==> config.mk <==
export PLATFORM = sky130hd
export DESIGN_NAME = memory_arbiter_flat
export DESIGN_NICKNAME = d
export VERILOG_FILES = /design/src/rtl/memory_arbiter_pkg.sv /design/src/rtl/memory_arbiter_if.sv /design/src/rtl/memory_arbiter_rr_priority_picker.sv /design/src/rtl/memory_arbiter.sv /design/src/flat_wrapper.sv
export SDC_FILE = /design/constraint.sdc
export NUM_CORES = 1
export LEC_CHECK = 0
export CAP_MARGIN = 5
export CORE_MARGIN = 8
export CORE_UTILIZATION = 30
export CTS_BUF_LIST = sky130_fd_sc_hd__clkbuf_2 sky130_fd_sc_hd__clkbuf_4 sky130_fd_sc_hd__clkbuf_8
export DETAILED_ROUTE_END_ITERATION = 12
export GPL_ROUTABILITY_DRIVEN = 0
export GPL_TIMING_DRIVEN = 0
export PLACE_DENSITY = 0.73
export SETUP_SLACK_MARGIN = 0.5
export SLEW_MARGIN = 0
export SYNTH_ARGS = -nofsm -noshare
export SYNTH_HDL_FRONTEND = slang
export SYNTH_SLANG_ARGS = --single-unit
==> constraint.sdc <==
create_clock -name i_Clock -period 9.38 [get_ports i_Clock]
set_input_delay 1.407 -clock i_Clock [delete_from_list [all_inputs] [get_ports i_Clock]]
set_output_delay 1.407 -clock i_Clock [all_outputs]
set_load 0.02 [all_outputs]
==> src/rtl/memory_arbiter_pkg.sv <==
// Shared definitions for the coprocessor data-memory arbiter: FSM encoding,
// default geometry (N_REQ = p + 1) and the modulo-wrap helper.
package memory_arbiter_pkg;

  localparam int P_UNITS                 = 4;
  localparam int DEFAULT_N_REQ           = P_UNITS + 1;
  localparam int DEFAULT_MEMORY_SIZE_LOG = 10;
  localparam int DEFAULT_DATA_WIDTH      = 32;
  localparam int DEFAULT_MAX_HOLD        = 255;

  typedef enum logic [1:0] {
    s_Idle       = 2'd0,
    s_Granted    = 2'd1,
    s_Turnaround = 2'd2
  } arb_state_t;

  // idx is always below 2*n here, so one subtraction is a full modulo.
  function automatic int wrap_index(input int idx, input int n);
    return (idx >= n) ? idx - n : idx;
  endfunction

endpackage

==> src/rtl/memory_arbiter_if.sv <==
// Requester/memory bus of the shared data-memory arbiter.
// Handshake: i_Request[k] is a level held for the whole access; the access is
// live only while o_Grant[k] is high, and dropping i_Request[k] releases it.
interface memory_arbiter_if
  import memory_arbiter_pkg::*;
#(
  parameter int N_REQ           = DEFAULT_N_REQ,
  parameter int memory_size_log = DEFAULT_MEMORY_SIZE_LOG,
  parameter int DATA_WIDTH      = DEFAULT_DATA_WIDTH
);
  localparam int OW = (N_REQ > 1) ? $clog2(N_REQ) : 1;

  logic [N_REQ-1:0]                 i_Request;
  logic [N_REQ*memory_size_log-1:0] i_Address;
  logic [N_REQ-1:0]                 i_Write_Enable;
  logic [N_REQ*DATA_WIDTH-1:0]      i_Write_Data;
  logic [DATA_WIDTH-1:0]            i_Memory_Read_Data;

  logic [N_REQ-1:0]                 o_Grant;
  logic [memory_size_log-1:0]       o_Memory_Address;
  logic                             o_Memory_Write_Enable;
  logic [DATA_WIDTH-1:0]            o_Memory_Write_Data;
  logic [DATA_WIDTH-1:0]            o_Read_Data;
  logic                             o_Busy;
  logic [OW-1:0]                    o_Owner;
  logic                             o_Timeout;
  arb_state_t                       dbg_State;

  modport master (
    output i_Request, i_Address, i_Write_Enable, i_Write_Data, i_Memory_Read_Data,
    input  o_Grant, o_Memory_Address, o_Memory_Write_Enable, o_Memory_Write_Data,
    input  o_Read_Data, o_Busy, o_Owner, o_Timeout, dbg_State
  );

  modport slave (
    input  i_Request, i_Address, i_Write_Enable, i_Write_Data, i_Memory_Read_Data,
    output o_Grant, o_Memory_Address, o_Memory_Write_Enable, o_Memory_Write_Data,
    output o_Read_Data, o_Busy, o_Owner, o_Timeout, dbg_State
  );

endinterface

==> src/rtl/memory_arbiter_rr_priority_picker.sv <==
// Combinational first-set search starting at a rotating pointer, with an
// optional override that lets requester 0 win whenever it asks.
module memory_arbiter_rr_priority_picker
  import memory_arbiter_pkg::*;
#(
  parameter int N_REQ      = DEFAULT_N_REQ,
  parameter int PRIORITY_0 = 1,
  parameter int OW         = 3
) (
  input  logic [N_REQ-1:0] i_Request,
  input  logic [OW-1:0]    i_Pointer,
  output logic [OW-1:0]    o_Winner,
  output logic             o_Valid
);

  int idx;

  always_comb begin
    o_Winner = '0;
    o_Valid  = 1'b0;
    idx      = 0;
    if ((PRIORITY_0 != 0) && i_Request[0]) begin
      o_Valid = 1'b1;
    end else begin
      for (int i = 0; i < N_REQ; i++) begin
        idx = wrap_index(int'(i_Pointer) + i, N_REQ);
        if (!o_Valid && i_Request[idx]) begin
          o_Valid  = 1'b1;
          o_Winner = OW'(idx);
        end
      end
    end
  end

endmodule

==> src/rtl/memory_arbiter.sv <==
// Round-robin owner arbiter for the shared data memory: one registered grant,
// a one-cycle turnaround between owners and a sticky over-long-hold flag.
module memory_arbiter
  import memory_arbiter_pkg::*;
#(
  parameter int N_REQ           = DEFAULT_N_REQ,
  parameter int memory_size_log = DEFAULT_MEMORY_SIZE_LOG,
  parameter int DATA_WIDTH      = DEFAULT_DATA_WIDTH,
  parameter int PRIORITY_0      = 1,
  parameter int MAX_HOLD        = DEFAULT_MAX_HOLD
) (
  input  logic             i_Clock,
  input  logic             i_Reset,
  memory_arbiter_if.slave  bus
);

  localparam int OW = (N_REQ > 1) ? $clog2(N_REQ) : 1;
  localparam int HW = $clog2(MAX_HOLD + 1);

  arb_state_t                 state_q;
  logic [N_REQ-1:0]           grant_q;
  logic [OW-1:0]              owner_q;
  logic [OW-1:0]              ptr_q;
  logic [HW-1:0]              hold_q;
  logic                       timeout_q;

  logic [OW-1:0]              win;
  logic                       win_valid;
  logic                       owner_req;
  logic                       mux_we;
  logic [memory_size_log-1:0] mux_addr;
  logic [DATA_WIDTH-1:0]      mux_wd;
  logic                       granted;

  memory_arbiter_rr_priority_picker #(
    .N_REQ      (N_REQ),
    .PRIORITY_0 (PRIORITY_0),
    .OW         (OW)
  ) u_picker (
    .i_Request (bus.i_Request),
    .i_Pointer (ptr_q),
    .o_Winner  (win),
    .o_Valid   (win_valid)
  );

  // Select the current owner's slices; only meaningful while granted.
  always_comb begin
    owner_req = 1'b0;
    mux_we    = 1'b0;
    mux_addr  = '0;
    mux_wd    = '0;
    for (int k = 0; k < N_REQ; k++) begin
      if (owner_q == OW'(k)) begin
        owner_req = bus.i_Request[k];
        mux_we    = bus.i_Write_Enable[k];
        mux_addr  = bus.i_Address[k*memory_size_log +: memory_size_log];
        mux_wd    = bus.i_Write_Data[k*DATA_WIDTH +: DATA_WIDTH];
      end
    end
  end

  always_ff @(posedge i_Clock or posedge i_Reset) begin
    if (i_Reset) begin
      state_q   <= s_Idle;
      grant_q   <= '0;
      owner_q   <= '0;
      ptr_q     <= '0;
      hold_q    <= '0;
      timeout_q <= 1'b0;
    end else begin
      case (state_q)
        s_Idle, s_Turnaround: begin
          if (win_valid) begin
            state_q <= s_Granted;
            grant_q <= N_REQ'(1) << win;
            owner_q <= win;
            hold_q  <= '0;
          end else begin
            state_q <= s_Idle;
            grant_q <= '0;
          end
        end
        s_Granted: begin
          if (!owner_req) begin
            state_q <= s_Turnaround;
            grant_q <= '0;
            owner_q <= '0;
            ptr_q   <= OW'(wrap_index(int'(owner_q) + 1, N_REQ));
          end else if (hold_q != HW'(MAX_HOLD)) begin
            // Flag is raised on the same edge the counter reaches MAX_HOLD.
            hold_q <= hold_q + 1'b1;
            if (hold_q == HW'(MAX_HOLD - 1)) begin
              timeout_q <= 1'b1;
            end
          end
        end
        default: begin
          state_q <= s_Idle;
          grant_q <= '0;
          owner_q <= '0;
        end
      endcase
    end
  end

  assign granted = (state_q == s_Granted);

  // A release cycle (owner request already low) must not write.
  assign bus.o_Memory_Write_Enable = granted & owner_req & mux_we;
  assign bus.o_Memory_Address      = granted ? mux_addr : '0;
  assign bus.o_Memory_Write_Data   = granted ? mux_wd : '0;
  assign bus.o_Read_Data           = bus.i_Memory_Read_Data;
  assign bus.o_Grant               = grant_q;
  assign bus.o_Busy                = |grant_q;
  assign bus.o_Owner               = owner_q;
  assign bus.o_Timeout             = timeout_q;
  assign bus.dbg_State             = state_q;

endmodule

==> src/flat_wrapper.sv <==
// flat-port wrapper written by rule: the top's interface ports become plain ports
module memory_arbiter_flat import memory_arbiter_pkg::*;
#(
  parameter int N_REQ           = DEFAULT_N_REQ,
  parameter int memory_size_log = DEFAULT_MEMORY_SIZE_LOG,
  parameter int DATA_WIDTH      = DEFAULT_DATA_WIDTH,
  parameter int PRIORITY_0      = 1,
  parameter int MAX_HOLD        = DEFAULT_MAX_HOLD
)
  (i_Clock, i_Reset, bus_i_Request, bus_i_Address, bus_i_Write_Enable, bus_i_Write_Data, bus_i_Memory_Read_Data, bus_o_Grant, bus_o_Memory_Address, bus_o_Memory_Write_Enable, bus_o_Memory_Write_Data, bus_o_Read_Data, bus_o_Busy, bus_o_Owner, bus_o_Timeout, bus_dbg_State);
  memory_arbiter_if #(.N_REQ(N_REQ), .memory_size_log(memory_size_log), .DATA_WIDTH(DATA_WIDTH)) bus_i ();
  input  logic i_Clock;
  input  logic i_Reset;
  input wire logic [$bits(bus_i.i_Request)-1:0] bus_i_Request;
  input wire logic [$bits(bus_i.i_Address)-1:0] bus_i_Address;
  input wire logic [$bits(bus_i.i_Write_Enable)-1:0] bus_i_Write_Enable;
  input wire logic [$bits(bus_i.i_Write_Data)-1:0] bus_i_Write_Data;
  input wire logic [$bits(bus_i.i_Memory_Read_Data)-1:0] bus_i_Memory_Read_Data;
  output wire logic [$bits(bus_i.o_Grant)-1:0] bus_o_Grant;
  output wire logic [$bits(bus_i.o_Memory_Address)-1:0] bus_o_Memory_Address;
  output wire logic [$bits(bus_i.o_Memory_Write_Enable)-1:0] bus_o_Memory_Write_Enable;
  output wire logic [$bits(bus_i.o_Memory_Write_Data)-1:0] bus_o_Memory_Write_Data;
  output wire logic [$bits(bus_i.o_Read_Data)-1:0] bus_o_Read_Data;
  output wire logic [$bits(bus_i.o_Busy)-1:0] bus_o_Busy;
  output wire logic [$bits(bus_i.o_Owner)-1:0] bus_o_Owner;
  output wire logic [$bits(bus_i.o_Timeout)-1:0] bus_o_Timeout;
  output wire logic [$bits(bus_i.dbg_State)-1:0] bus_dbg_State;
  assign bus_i.i_Request = bus_i_Request;
  assign bus_i.i_Address = bus_i_Address;
  assign bus_i.i_Write_Enable = bus_i_Write_Enable;
  assign bus_i.i_Write_Data = bus_i_Write_Data;
  assign bus_i.i_Memory_Read_Data = bus_i_Memory_Read_Data;
  assign bus_o_Grant = bus_i.o_Grant;
  assign bus_o_Memory_Address = bus_i.o_Memory_Address;
  assign bus_o_Memory_Write_Enable = bus_i.o_Memory_Write_Enable;
  assign bus_o_Memory_Write_Data = bus_i.o_Memory_Write_Data;
  assign bus_o_Read_Data = bus_i.o_Read_Data;
  assign bus_o_Busy = bus_i.o_Busy;
  assign bus_o_Owner = bus_i.o_Owner;
  assign bus_o_Timeout = bus_i.o_Timeout;
  assign bus_dbg_State = bus_i.dbg_State;
  memory_arbiter #(.N_REQ(N_REQ), .memory_size_log(memory_size_log), .DATA_WIDTH(DATA_WIDTH), .PRIORITY_0(PRIORITY_0), .MAX_HOLD(MAX_HOLD)) u_core (.i_Clock(i_Clock), .i_Reset(i_Reset), .bus(bus_i));
endmodule
After elaboration in Yosys (flattened, before gate mapping) --
Cells that the tools add are included.
Storage, ports and cells: register bits 22, logic and storage cells 134, input port bits 254, output and inout port bits 87
Operators by class: reduce and logical (&&, ||, !) cells 17, add/sub/neg operators 12, shift operators 1, bitwise logic cells 3, order comparisons 11, equality and inequality tests 12, mux-type cells 72
Operators by type and width (count):
- $mux 32 | 11
- $lt 32x5->1 const B | 5
- $mux 10 | 6
- $mux 1 | 31
- $mux 3 | 9
- $mux 8 | 3
- $ge 4x3->1 const B | 5
- $sub 4x3->5 const B | 4
- $pmux 8 s2 | 1
- $bmux 1 s3 | 5
- $mux 5 | 2
- $pmux 5 s2 | 1
- $add 3x1->4 const B | 2
- $add 3x2->4 const B | 2
- $add 8x1->8 const B | 1
- $eq 8x8->1 const B | 1
- $ne 8x8->1 const B | 1
- $reduce_and 4->1 | 2
- $eq 3x2->1 const B | 2
- $ne 2x2->1 const B | 3
- $pmux 3 s2 | 1
- $reduce_or 5->1 | 1
- $shl 1x3->5 const A | 1
- $add 3x3->4 const B | 1
- other kinds (19) | 27

Logic depth before layout (Yosys ltp) --
Gate-level depths: netlist of run 1.
word-level depth 26, depth in mapped cells 18, mapped depth without buffers 13

Modules after synthesis --
From an unflattened synthesis of run 1, not the netlist that was laid out.
Unflattened totals: cells, all modules 680, area, all modules 4848.4 µm²
By module, submodules not included:
- memory_arbiter | cells an instance 517, area an instance 3664.8 µm², instances 1
- memory_arbiter_rr_priority_picker | cells an instance 163, area an instance 1183.6 µm², instances 1

Worst setup path after synthesis of run 1 --
Ideal clock, no wire load.
path type input to output, from in bus_i_Request[0], to out bus_o_Memory_Write_Enable, data arrival time 2970 ps, path buffers 2, stages on the path 7, setup slack 5003 ps, cell sequence clkbuf_1 a221oi_1 o311ai_0 o21a_1 nor2b_1 clkbuf_1 o211a_1
Between the ends: longest elaborated chain between the ends 7
RTL lines:
- start, declared | RTL line flat_wrapper.sv:14 | input wire logic [$bits(bus_i.i_Request)-1:0] bus_i_Request;
- $mux 1 (5 in a row) | RTL line memory_arbiter.sv:53 | if (owner_q == OW'(k)) begin
- $and 1x1->1 (2 in a row) | RTL line memory_arbiter.sv:109 | assign bus.o_Memory_Write_Enable = granted & owner_req & mux_we;
- end, declared | RTL line flat_wrapper.sv:21 | output wire logic [$bits(bus_i.o_Memory_Write_Enable)-1:0] bus_o_Memory_Write_Enable;
No other way between the ends.

Final worst setup path of run 1 --
Ends and elaborated chain as after synthesis.

==> flow_summary.json, run 1 <==
{
  "layout_min_cycle_time_ns": 5.96,
  "dp_hpwl_mm": 21.4,
  "async_flop_share_pct": 100,
  "die_area_sq_mm": 0.0191,
  "antenna_found_initial": 3,
  "nets": 1245,
  "regArea_sq_um": 551,
  "synth-xor-area-share_pct": 2.55,
  "clk_pin_slew_ns": 0.08,
  "synth-adder-area-share_pct": 5.59,
  "status": "finished, final reports clean",
  "rsz0062_at_grt": "no",
  "drcViolationCount": 0,
  "wl_per_cell_microns": 22.0,
  "grt_pass1_vias": 6344,
  "clock_sinks": 22,
  "crit_type": "input pin to primary output",
  "avgViaCountPerCell": 5.59,
  "fin_tns_setup_ns": 0,
  "portBuffers": 305,
  "cts_made_buffers": 3,
  "synth_top_area_cell": "dfrtp_1",
  "p_leak_nw": 3.01,
  "synth_nets": 935,
  "drv_cap": 0,
  "cts_buffer_depth": 2,
  "cts_tree": "done",
  "die_w_microns": 138,
  "p_total_mw": 1.92,
  "syn_avg_cell_area_sq_um": 6.77,
  "drive_gt1_share_pct": 5.99,
  "multi_input_area_sq_mm": 0.00335,
  "max_freq_mhz": 168,
  "synth_edf_count": 0,
  "grt_max_degree": 23,
  "synth_commonest_cells": "nor2_1 (115), nand2_1 (72), clkbuf_1 (56)",
  "synthCells": 661,
  "syn2layout_area_growth_pct": 74.6,
  "worst_slew_margin_rel_pct": 36.6,
  "irDropWorstVdd_v": 0.000105,
  "slew_viol_final": 0,
  "synth_top_family_by_area": "compound AO/OA/AOI/OAI gates",
  "ys_top_cells_by_area": "dfrtp_1 (12%), nor2_1 (9.7%), o311a_1 (9.6%), a221oi_1 (8.8%), buf_4 (6.0%)",
  "cp_max_fo": 10,
  "synth_mux_area_share_pct": 2.38,
  "ys_types": 63,
  "p_per_area_mw_per_mm2": 246,
  "clock_latency_ns": 0.26,
  "skew_ns": 0.00129,
  "cp_data_required_time_ns": 7.97,
  "first_pass_iters": 5,
  "htreeDepth": 1,
  "ys.flop_type": "dfrtp_1",
  "worst_pin_slew_ns": 0.947,
  "synth_compound_area_share_pct": 33.4,
  "grt_pass1_wl_mm": 37.9,
  "finalWirelength_mm": 25.4,
  "yosysMostFrequentCell": "nor2_1",
  "drtIter0Drc": 535,
  "cts-root-buf": "clkbuf_8",
  "synth-warning-count": 0,
  "core_area_sq_mm": 0.0145,
  "whs_path_depth": 1,
  "fin_crit_sh_pct": 63.6,
  "io_pins": 341,
  "fill_cells": 1448,
  "overflow": 0,
  "start_util_pct": 30.8,
  "grt_usage_pct": 24.6,
  "num_vias": 6465,
  "seq_area_frac_synth_pct": 12.3,
  "cts_setup_buffers": 0,
  "r2r_cells": 16,
  "die_y_microns": 138,
  "cp-end-kind": "primary output",
  "holdCritPathClass": "flip-flop to flip-flop",
  "finalHoldViolations": 0,
  "ant_nets": 0,
  "ys_ff_latch": 22,
  "netlist_area_sq_mm": 0.00447,
  "post_cts_resized": 0,
  "holdBufCountCts": 0,
  "synth-simple-area-share_pct": 31.0,
  "yosysTopAreaCellShare_pct": 12.3,
  "start_kind": "input pin",
  "critical_path_arrival_ns": 4.56,
  "num_rows": 44,
  "setup_viol": 0
}
==> layout make-up <==
cell class / instances / share of cell area, %
Antenna cell: 3 / 0.0961
Buffer: 97 / 6.47
Clock buffer: 3 / 0.529
Inverter: 18 / 0.865
Multi-Input combinational cell: 524 / 43.0
Sequential cell: 22 / 7.05
Tap cell: 184 / 2.95
Timing Repair Buffer: 305 / 39.1
==> state kept, by name (all words and copies together), names as in the netlist <==
name / count
u_core.bus.dbg_State: 2
u_core.bus.o_Grant: 5
u_core.bus.o_Owner: 3
u_core.bus.o_Timeout: 1
u_core.hold_q: 8
u_core.ptr_q: 3
==> path summary, 6_finish.rpt <==
path / from / end / slack [ns]
max: bus_i_Request[0] / bus_o_Memory_Write_Enable / 3.42
min reg2reg: u_core.bus.o_Timeout / u_core.bus.o_Timeout / 0.46
max in group asynchronous: i_Reset / u_core.hold_q[5] / 7.25
min: u_core.bus.o_Timeout / u_core.bus.o_Timeout / 0.46
max reg2reg: u_core.ptr_q[0] / u_core.hold_q[1] / 4.70
min in group asynchronous: i_Reset / u_core.bus.o_Grant[3] / 1.61
==> through the flow <==
step                instances  hold WS (ns)  util [%]  setup WS (ns)  cell area, sq um
finish                   1156         0.461      53.7           3.42              7810
global route             1156         0.481      53.7           3.21              7810
detailed placement       1150         0.444      53.4           3.45              7760
CTS                      1153         0.461      53.7           3.44              7800
global placement         1150         0.437      53.4           3.43              7760
floorplan                 661         0.495         -           5.00              4470
==> layer usage <==
metal,track usage (%),vias to the layer above,share of wire (%)
met1,28.4,3026,38
met5,0,-,0
met4,7.78,0,3.2
li1,-,3052,-
met2,43.8,355,50
met3,5.45,32,8.2
==> layout by cell type, fill, tap and decap left out, types with 15 or more instances in the layout <==
cell type	count
a221oi_1	45
nor2_1	115
nand2_1	72
clkdlybuf4s50_1	305
o311a_1	43
o21ai_0	17
inv_1	18
nor3_1	49
buf_4	36
clkbuf_1	56
nand3_1	15
dfrtp_1	22
ha_1	20
==> worst max-delay path, cell delays in order <==
cell and delay (ns):
clkdlybuf4s50_1 0.60, clkbuf_1 0.43, a221oi_1 0.14, o311ai_0 0.32, o21a_1 0.22, nor2b_1 0.23, clkbuf_1 0.39, o211a_1 0.22
clkdlybuf4s50_1 0.60
==> where the power goes <==
part | leakage, nW | total [mW] | switching, mW | internal (mW)
sequential | 0.294 | 0.138 | 0.0221 | 0.116
combinational | 2.70 | 1.72 | 0.987 | 0.737
clock | 0.0216 | 0.0588 | 0.0302 | 0.0287
total | 3.01 | 1.92 | 1.04 | 0.882
==> logic make-up (layout without fill, tap and decap cells) <==
family	Yosys count	in the layout
buffers and inverters	115	423
and+or+nand+nor	301	301
muxes	8	8
AOI/OAI and AO/OA	182	182
other	0	3
xor gates and xnor gates	13	13
DFF	22	22
adders and majority gates	20	20
Note: power is estimated with default switching activity, not from simulation.
==> run 2: changes to the inputs <==
PLACE_DENSITY = 0.76   (was 0.73)
clock period = 4.89 ns   (was 9.38 ns; I/O delays follow)
==> run 2 against run 1 <==
Setup slack got worse by 2.8 ns. Sequential share of layout area about the same. Die area stayed put. Highest routed layer unchanged.
==> flow_summary.json, run 2 (synthesis results as in run 1) <==
{
  "status": "finished, final reports clean",
  "cts_buffer_depth": 2,
  "top_register": "u_core.hold_q",
  "setup_viol": 0,
  "holdBufCountCts": 0,
  "clock_sinks": 22,
  "layout_common_cells": "clkdlybuf4s50_1 (305), nor2_1 (115), nand2_1 (72)",
  "critical_path_arrival_ns": 3.54,
  "post_cts_resized": 3,
  "finalWirelength_mm": 24.8,
  "postPlaceCellArea_sq_mm": 0.00776,
  "layout_commonest_cell": "clkdlybuf4s50_1",
  "max_freq_mhz": 234,
  "cts-root-buf": "clkbuf_8",
  "grtUsageMet2_pct": 43.8,
  "holdCritPathClass": "flip-flop to flip-flop",
  "wl_per_cell_microns": 21.5,
  "core_area_sq_mm": 0.0145,
  "avgViaCountPerCell": 5.53,
  "place_inst": 1151,
  "syn2layout_area_growth_pct": 75.8,
  "cts_tree": "done",
  "busiest_layer": "met2",
  "fin_crit_sh_pct": 87.4,
  "drive_gt1_share_pct": 7.63,
  "finalHoldViolations": 0,
  "num_rows": 44,
  "antenna_found_initial": 1,
  "drv_cap": 0,
  "grt_pass1_vias": 6276,
  "cts_setup_buffers": 0,
  "dp_hpwl_mm": 20.8,
  "grt_pass1_wl_mm": 37.3,
  "finish.instance_area_sq_mm": 0.00786,
  "timing.rr.end": "u_core.bus.o_Grant[1]",
  "startpoint": "bus_i_Request[0]",
  "endpoint": "bus_o_Memory_Write_Enable",
  "cp-end-kind": "primary output",
  "grt_use_met1_pct": 28.2,
  "cts_made_buffers": 3,
  "hold_path_startpoint": "u_core.bus.o_Timeout",
  "crit_type": "input pin to primary output",
  "portBuffers": 305,
  "rsz0062_at_grt": "no",
  "clk_pin_slew_ns": 0.07,
  "r2r_cells": 17,
  "nets": 1246,
  "clock_latency_ns": 0.26,
  "worst_slew_margin_rel_pct": 44.6,
  "ant_nets": 0,
  "die_area_sq_mm": 0.0191,
  "p_leak_nw": 3.06,
  "htreeDepth": 1,
  "die_w_microns": 138,
  "io_pins": 341,
  "r2r_setup_slack_ns": 0.76,
  "drtIter0Drc": 589,
  "worst_pin_slew_ns": 0.830,
  "fin_tns_setup_ns": 0,
  "grt_max_degree": 23,
  "irDropWorstVdd_v": 0.000203,
  "start_util_pct": 30.8,
  "cp_max_fo": 10,
  "grt_util_met3_pct": 5.17,
  "grt_usage_pct": 24.1,
  "start_kind": "input pin",
  "holdWs_ns": 0.459,
  "slew_viol_final": 0,
  "first_pass_iters": 5,
  "p_per_area_mw_per_mm2": 476,
  "layout_min_cycle_time_ns": 4.28,
  "num_vias": 6382,
  "skew_ns": 0.00160,
  "overflow": 0,
  "largest_reg_flops": 8,
  "cp_data_required_time_ns": 4.16,
  "stdcell_count": 1155,
  "drcViolationCount": 0,
  "r2r_start": "u_core.ptr_q[0]",
  "die_y_microns": 138,
  "fill_cells": 1463
}
[run 2: metrics by stage]
step                      power [mW]  util [%]  setup slack (ns)
after floorplan                 2.38         -              1.17
after global placement          3.48      53.4            0.0331
after detailed placement        3.52      53.4             0.293
after CTS                       3.64      53.8             0.375
after global routing            4.00      54.1             0.469
final                           3.74      54.1             0.615
[run 2: critical path, stage by stage]
cell             delay [ns]
clkdlybuf4s50_1        0.62
clkbuf_4               0.28
a221oi_1               0.09
o311ai_0               0.32
o21a_1                 0.22
nor2b_1                0.22
clkbuf_2               0.26
o211a_1                0.18
clkdlybuf4s50_1        0.60
[run 2: how the worst min path moves through the flow]
| stage | end | slack [ns] | cells after the start |
|---|---|---|---|
| after floorplan | u_core.hold_q[1] | 0.50 | 2 |
| after global placement | u_core.bus.o_Timeout | 0.44 | 1 |
| after detailed placement | u_core.bus.o_Timeout | 0.45 | 1 |
| after CTS | u_core.bus.o_Timeout | 0.47 | 1 |
| after global routing | u_core.bus.o_Timeout | 0.48 | 1 |
| final | u_core.bus.o_Timeout | 0.46 | 1 |
[run 2: final cells by class]
class,count,area [sq um],share of cell area [%]
Clock buffer,3,41.3,0.525
Buffer,97,522,6.64
Multi-Input combinational cell,524,3390,43.1
Antenna cell,1,2.50,0.0318
Tap cell,184,230,2.93
Timing Repair Buffer,306,3060,38.9
Sequential cell,22,551,7.00
Inverter,18,67.6,0.859
[run 2: layer usage]
metal  wire [microns]  part of all wire (%)  vias to the layer above
met5                0                     0                        -
met4              500                   2.0                        0
met3             2050                   8.3                       25
met2            12600                    51                      347
met1             9630                    39                     2960
li1                 -                     -                     3050
[run 2: power by group]
| part | total (mW) | internal, mW | switching [mW] |
|---|---|---|---|
| Combinational | 3.37 | 1.45 | 1.91 |
| Clock | 0.112 | 0.0551 | 0.0571 |
| Sequential | 0.265 | 0.223 | 0.0419 |
| Total | 3.74 | 1.73 | 2.01 |
